$ cat config.mk
export PLATFORM = sky130hd
export DESIGN_NAME = zoom_scan_controller
export DESIGN_NICKNAME = d
export VERILOG_FILES = /design/src/rtl/zoom_scan_controller.sv
export SDC_FILE = /design/constraint.sdc
export NUM_CORES = 1
export LEC_CHECK = 0
export ABC_AREA = 0
export BUFFER_PORTS_ARGS = -buffer_cell sky130_fd_sc_hd__buf_2
export CAP_MARGIN = 20
export CORE_ASPECT_RATIO = 1.4
export CORE_MARGIN = 4
export CORE_UTILIZATION = 46
export DETAILED_ROUTE_END_ITERATION = 7
export PLACE_DENSITY_LB_ADDON = 0.15
export SLEW_MARGIN = 20
export SYNTH_ARGS = -nofsm -noshare
export SYNTH_HDL_FRONTEND = slang
export SYNTH_SLANG_ARGS = --single-unit
$ cat constraint.sdc
create_clock -name CLK -period 6.15 [get_ports CLK]
set_input_delay 1.23 -clock CLK [delete_from_list [all_inputs] [get_ports CLK]]
set_output_delay 1.23 -clock CLK [all_outputs]
set_load 0.01 [all_outputs]
$ cat src/rtl/zoom_scan_controller.sv
// ---------------------------------------------------------------------------
// zoom_scan_controller
//
// Sequencer for the 2x zoom path. It sweeps every output coordinate of the
// zoomed frame in raster order, presents it to the pixel-replication stage,
// and writes the pixel that comes back (RD_LATENCY cycles later) into the
// output frame buffer at address Y*OUT_WIDTH+X. One frame is scanned per
// START pulse. PAUSE throttles coordinate issue, and BUSY/DONE report status.
//
// Optional feature (macro ZOOM_FRAME_CHECKSUM_EN): adds a 16-bit CHECKSUM
// output. It is the running sum of the frame's write data, modulo 2^16.
//
// Ports:
//   CLK          system clock; all logic is on the rising edge
//   RST_N        synchronous, active-low reset
//   START        one-cycle frame request; only honoured in IDLE
//   PAUSE        while high, no new coordinate is issued
//   X_OUT_COORD  output column to the replication stage (0..OUT_WIDTH-1)
//   Y_OUT_COORD  output line to the replication stage (0..OUT_HEIGHT-1)
//   PIXEL_IN     pixel returned by the replication stage
//   WR_EN        frame-buffer write strobe (registered)
//   WR_ADDR      frame-buffer write address (registered)
//   WR_DATA      frame-buffer write data (registered)
//   BUSY         high while scanning or draining in-flight reads
//   DONE         one-cycle pulse after the last write of a frame
//   CHECKSUM     (ZOOM_FRAME_CHECKSUM_EN only) frame write-data checksum
// ---------------------------------------------------------------------------
module zoom_scan_controller #(
    parameter int OUT_WIDTH  = 320,
    parameter int OUT_HEIGHT = 240,
    parameter int RD_LATENCY = 1,
    parameter int WR_ADDR_W  = 17
) (
    input  logic                 CLK,
    input  logic                 RST_N,
    input  logic                 START,
    input  logic                 PAUSE,
    output logic [8:0]           X_OUT_COORD,
    output logic [7:0]           Y_OUT_COORD,
    input  logic [7:0]           PIXEL_IN,
    output logic                 WR_EN,
    output logic [WR_ADDR_W-1:0] WR_ADDR,
    output logic [7:0]           WR_DATA,
    output logic                 BUSY,
    output logic                 DONE
`ifdef ZOOM_FRAME_CHECKSUM_EN
    ,
    output logic [15:0]          CHECKSUM
`endif
);

    typedef enum logic [1:0] {
        ST_IDLE,
        ST_SCAN,
        ST_DRAIN,
        ST_FINISH
    } state_t;

    localparam logic [8:0]           X_LAST    = 9'(OUT_WIDTH - 1);
    localparam logic [7:0]           Y_LAST    = 8'(OUT_HEIGHT - 1);
    localparam logic [WR_ADDR_W-1:0] LINE_STEP = WR_ADDR_W'(OUT_WIDTH);

    state_t                 state_reg;
    logic [8:0]             x_reg;
    logic [7:0]             y_reg;
    logic [WR_ADDR_W-1:0]   line_base_reg;   // y_reg * OUT_WIDTH, accumulated
    logic                   busy_reg;
    logic                   done_reg;

    logic                   issue;
    logic [WR_ADDR_W-1:0]   issue_addr;
    logic [RD_LATENCY-1:0]  pipe_vld;
    logic                   tail_vld;
    logic [WR_ADDR_W-1:0]   tail_addr;

    logic                   wr_en_reg;
    logic [WR_ADDR_W-1:0]   wr_addr_reg;
    logic [7:0]             wr_data_reg;

    // A coordinate is consumed by the source ROM on every unpaused SCAN edge.
    assign issue      = (state_reg == ST_SCAN) && !PAUSE;
    assign issue_addr = line_base_reg + WR_ADDR_W'(x_reg);

    // -----------------------------------------------------------------------
    // Issue pipeline: valid bit and write address travel alongside the ROM
    // read so the address lines up with the returning pixel.
    // -----------------------------------------------------------------------
    generate
        for (genvar gi = 0; gi < RD_LATENCY; gi++) begin : g_stage
            logic                 vld_reg;
            logic [WR_ADDR_W-1:0] addr_reg;

            if (gi == 0) begin : g_head
                always_ff @(posedge CLK) begin
                    if (!RST_N) begin
                        vld_reg  <= 1'b0;
                        addr_reg <= '0;
                    end else begin
                        vld_reg  <= issue;
                        addr_reg <= issue_addr;
                    end
                end
            end else begin : g_body
                always_ff @(posedge CLK) begin
                    if (!RST_N) begin
                        vld_reg  <= 1'b0;
                        addr_reg <= '0;
                    end else begin
                        vld_reg  <= g_stage[gi-1].vld_reg;
                        addr_reg <= g_stage[gi-1].addr_reg;
                    end
                end
            end

            assign pipe_vld[gi] = vld_reg;
        end
    endgenerate

    assign tail_vld  = g_stage[RD_LATENCY-1].vld_reg;
    assign tail_addr = g_stage[RD_LATENCY-1].addr_reg;

    // -----------------------------------------------------------------------
    // Control FSM with coordinate counters and registered status outputs.
    // -----------------------------------------------------------------------
    always_ff @(posedge CLK) begin
        if (!RST_N) begin
            state_reg     <= ST_IDLE;
            x_reg         <= '0;
            y_reg         <= '0;
            line_base_reg <= '0;
            busy_reg      <= 1'b0;
            done_reg      <= 1'b0;
        end else begin
            case (state_reg)
                ST_IDLE: begin
                    done_reg <= 1'b0;
                    if (START) begin
                        state_reg     <= ST_SCAN;
                        x_reg         <= '0;
                        y_reg         <= '0;
                        line_base_reg <= '0;
                        busy_reg      <= 1'b1;
                    end
                end

                ST_SCAN: begin
                    if (!PAUSE) begin
                        if (x_reg == X_LAST) begin
                            if (y_reg == Y_LAST) begin
                                // Last coordinate issued: counters hold so
                                // the coordinate outputs stay at the final
                                // pixel until the next START.
                                state_reg <= ST_DRAIN;
                            end else begin
                                x_reg         <= '0;
                                y_reg         <= y_reg + 8'd1;
                                line_base_reg <= line_base_reg + LINE_STEP;
                            end
                        end else begin
                            x_reg <= x_reg + 9'd1;
                        end
                    end
                end

                ST_DRAIN: begin
                    // Nothing enters the pipeline here, so once it is empty
                    // the final write has already been performed.
                    if (!(|pipe_vld)) begin
                        state_reg <= ST_FINISH;
                        busy_reg  <= 1'b0;
                        done_reg  <= 1'b1;
                    end
                end

                ST_FINISH: begin
                    state_reg <= ST_IDLE;
                    done_reg  <= 1'b0;
                end

                default: begin
                    state_reg <= ST_IDLE;
                    busy_reg  <= 1'b0;
                    done_reg  <= 1'b0;
                end
            endcase
        end
    end

    // -----------------------------------------------------------------------
    // Write port: the pixel on PIXEL_IN belongs to the pipeline tail entry.
    // Address and data hold between writes.
    // -----------------------------------------------------------------------
    always_ff @(posedge CLK) begin
        if (!RST_N) begin
            wr_en_reg   <= 1'b0;
            wr_addr_reg <= '0;
            wr_data_reg <= '0;
        end else begin
            wr_en_reg <= tail_vld;
            if (tail_vld) begin
                wr_addr_reg <= tail_addr;
                wr_data_reg <= PIXEL_IN;
            end
        end
    end

`ifdef ZOOM_FRAME_CHECKSUM_EN
    logic [15:0] checksum_reg;

    // Accumulates the strobed write data, so the sum includes the final write
    // by the DONE cycle and then holds until the next accepted START.
    always_ff @(posedge CLK) begin
        if (!RST_N) begin
            checksum_reg <= '0;
        end else if ((state_reg == ST_IDLE) && START) begin
            checksum_reg <= '0;
        end else if (wr_en_reg) begin
            checksum_reg <= checksum_reg + 16'(wr_data_reg);
        end
    end

    assign CHECKSUM = checksum_reg;
`endif

    assign X_OUT_COORD = x_reg;
    assign Y_OUT_COORD = y_reg;
    assign WR_EN       = wr_en_reg;
    assign WR_ADDR     = wr_addr_reg;
    assign WR_DATA     = wr_data_reg;
    assign BUSY        = busy_reg;
    assign DONE        = done_reg;

endmodule

==> impl_metrics.env <==
export IMPL_gr_total_overflow=0
export IMPL_port_buffers=56
export IMPL_htreeDepth=3
export IMPL_endpoint_kind="flip-flop"
export IMPL_power_per_cell_area_nw_per_um2=321
export IMPL_relSlewSlack_pct=43.8
export IMPL_tightestPinTransition_ps=838
export IMPL_skew_ps=10.6
export IMPL_yosysSeqAreaShare_pct=45.2
export IMPL_vdd_drop_max_v=0.000271
export IMPL_cts_tree="yes"
export IMPL_rsz0062_at_grt="false"
export IMPL_die_x_um=80.3
export IMPL_status="complete, no violations"
export IMPL_drt_iter0_drc=127
export IMPL_ctsLongestPathBuffers=2
export IMPL_syn_inst=374
export IMPL_synthToLayoutAreaGrowth_pct=15.8
export IMPL_synth_seq_cells=76
export IMPL_grt_total_usage_pct=17.8
export IMPL_syn_nets=395
export IMPL_numCtsBuffers=9
export IMPL_crit_chain="buf_2 > clkinv_1 > buf_4 > or3_1 > o22ai_1"
export IMPL_hp_start="g_stage[0].addr_reg[10]$_SDFF_PN0_"
export IMPL_final_cell_mix="dfxtp_1, buf_2, nor2_1"
export IMPL_use_met1_pct=20.7
export IMPL_synth_flop_cell="dfxtp_1"
export IMPL_grt_max_degree=34
export IMPL_cts_setup_buffers=0
export IMPL_hp_class="flip-flop to flip-flop"
export IMPL_min_period_over_period_pct=50.0
export IMPL_yosys_area_share_adder_pct=3.34
export IMPL_postRouteAntennaNets=0
export IMPL_antenna_found_initial=0
export IMPL_crit_arrival_ps=3340
export IMPL_core_um2=7030
export IMPL_root_buffer="clkbuf_8"
export IMPL_die_h_um=109
export IMPL_start_util_pct=47.9
export IMPL_dp_hpwl_mm=4.93
export IMPL_finalSetupViolCount=0
export IMPL_grtUsageMet3_pct=4.96
export IMPL_muxShareOfSynthArea_pct=8.32
export IMPL_synth_compound_gate_area_share_pct=12.3
export IMPL_final_common_cell="dfxtp_1"
export IMPL_crit_required_ps=6420
export IMPL_async_reset_ff_share_pct=0
export IMPL_grt_met2_usage_pct=30.7
export IMPL_yosysWarnings=0
export IMPL_first_pass_iters=6
export IMPL_clock_sinks=76
export IMPL_synthesis_area_um2=3370
export IMPL_leakage_nw=1.58
export IMPL_ios=57
export IMPL_synth_distinct_cells=55
export IMPL_critPathKind="input port to flip-flop"
export IMPL_die_area_um2=8770
export IMPL_clk_pin_slew_ps=80
export IMPL_clock_latency_ps=350
export IMPL_wl_per_cell_um=13.6
export IMPL_synth_top_family_by_area="simple AND/OR/NAND/NOR gates"
export IMPL_final_area_um2=3900
export IMPL_cts_hold_buf=0
export IMPL_nets=442
export IMPL_max_freq_ghz=0.325
export IMPL_synth_xor_area_share_pct=1.82
export IMPL_grt_pass1_vias=2690
export IMPL_grt_busiest_layer="met2"
export IMPL_n_antenna_cell=0
export IMPL_min_period_ps=3070
export IMPL_slowest_delay_ps=780
export IMPL_r2r_start="state_reg[1]$_SDFFE_PN0P_"
export IMPL_via_per_inst=5.32
export IMPL_synth_simple_gate_area_share_pct=24.1
export IMPL_synth_edf_count=0
export IMPL_routed_wl_mm=7.11
export IMPL_via_count=2774
export IMPL_drive_gt1_share_pct=21.8
export IMPL_syn_mean_instance_area_um2=9.01
export IMPL_hold_viol_final=0
export IMPL_crit_start="RST_N"
export IMPL_worstSetupStartpointType="input port"
export IMPL_final_setup_tns_ps=0
export IMPL_place_congestion=0.776
export IMPL_grt_pass1_wl_mm=12.2
export IMPL_fp_row_count=36
export IMPL_placed_area_um2=3650
export IMPL_cp_max_fo=31
export IMPL_slew_viol_final=0
export IMPL_drc=0
export IMPL_cts_resized=0
export IMPL_slowest_stage="clkinv_1"
export IMPL_drv_cap=0
## synth_stat cells (3+ instances only)
master | n | area, um^2
o21ai_0 | 8 | 40.0
o211ai_1 | 4 | 30.0
or2_2 | 6 | 37.5
nand2b_1 | 4 | 25.0
nor2_1 | 54 | 203
a32o_1 | 3 | 30.0
a21o_1 | 4 | 30.0
nand3_1 | 17 | 85.1
buf_6 | 3 | 33.8
nand4b_1 | 4 | 35.0
nand2_1 | 37 | 139
mux2i_1 | 28 | 280
o221a_2 | 3 | 33.8
clkbuf_1 | 13 | 48.8
ha_1 | 9 | 113
a21oi_1 | 18 | 90.1
nor3_1 | 6 | 30.0
and3_1 | 3 | 18.8
inv_1 | 7 | 26.3
a31oi_1 | 6 | 37.5
or3_1 | 6 | 37.5
and2_1 | 8 | 50.1
xor2_1 | 5 | 43.8
dfxtp_1 | 76 | 1520
## report_power, final
part	total, mW	switching (mW)	internal, mW	leakage [nW]
registers	0.519	0.0105	0.509	0.613
clock network	0.464	0.184	0.281	0.122
logic	0.268	0.173	0.0953	0.844
total	1.25	0.367	0.885	1.58
## worst max-delay path: cells and delay by family
kind	cells	cell delay, ps
AND/OR/NAND/NOR	1	330
AO/OA/AOI/OAI	1	130
buffers and inverters	3	1640
## routing by layer
layer,vias to the layer above,routed length (um)
met2,63,3550
met5,-,0
met3,10,357
met4,0,110
li1,1403,-
met1,1298,3090
## cells by family (layout without fill, tap and decap cells)
group,after synthesis,count (layout)
DFF,76,76
and+or+nand+nor,164,164
buffers and inverters,30,82
adders and majority gates,9,9
AOI/OAI and AO/OA,60,60
muxes,28,28
xor gates and xnor gates,7,7
## stage by stage
stage               power [mW]  setup WS (ps)  util, %  hold slack, ps  instances
floorplan                0.757           3410        -             441        374
finish                    1.25           3080     55.5             464        521
global route              1.32           2880     55.5             493        521
detailed placement       0.803           2670     52.0             457        505
CTS                       1.27           3030     55.5             472        521
global placement         0.797           2720     52.0             446        505
## cell type report
type                    count  area (um^2)
well taps                  95          119
flip-flops and latches     76         1520
inverters                   7         26.3
repair buffers             59          303
multi-input cells         268         1680
clock buffers              10          138
clock inverters             6          111
fillers                   678         3130
## path summary, 6_finish.rpt
| path | to | slack (ps) | depth (start not counted) |
|---|---|---|---|
| worst max register to register | Y_OUT_COORD[7]$_SDFFE_PN0P_ | 3620 | 8 |
| worst min-delay path | WR_ADDR[10]$_SDFFE_PN0P_ | 460 | 2 |
| worst min register to register | WR_ADDR[10]$_SDFFE_PN0P_ | 460 | 2 |
| worst max-delay path | line_base_reg[8]$_SDFFE_PN0P_ | 3080 | 5 |
(Power assumes the default switching activity.)
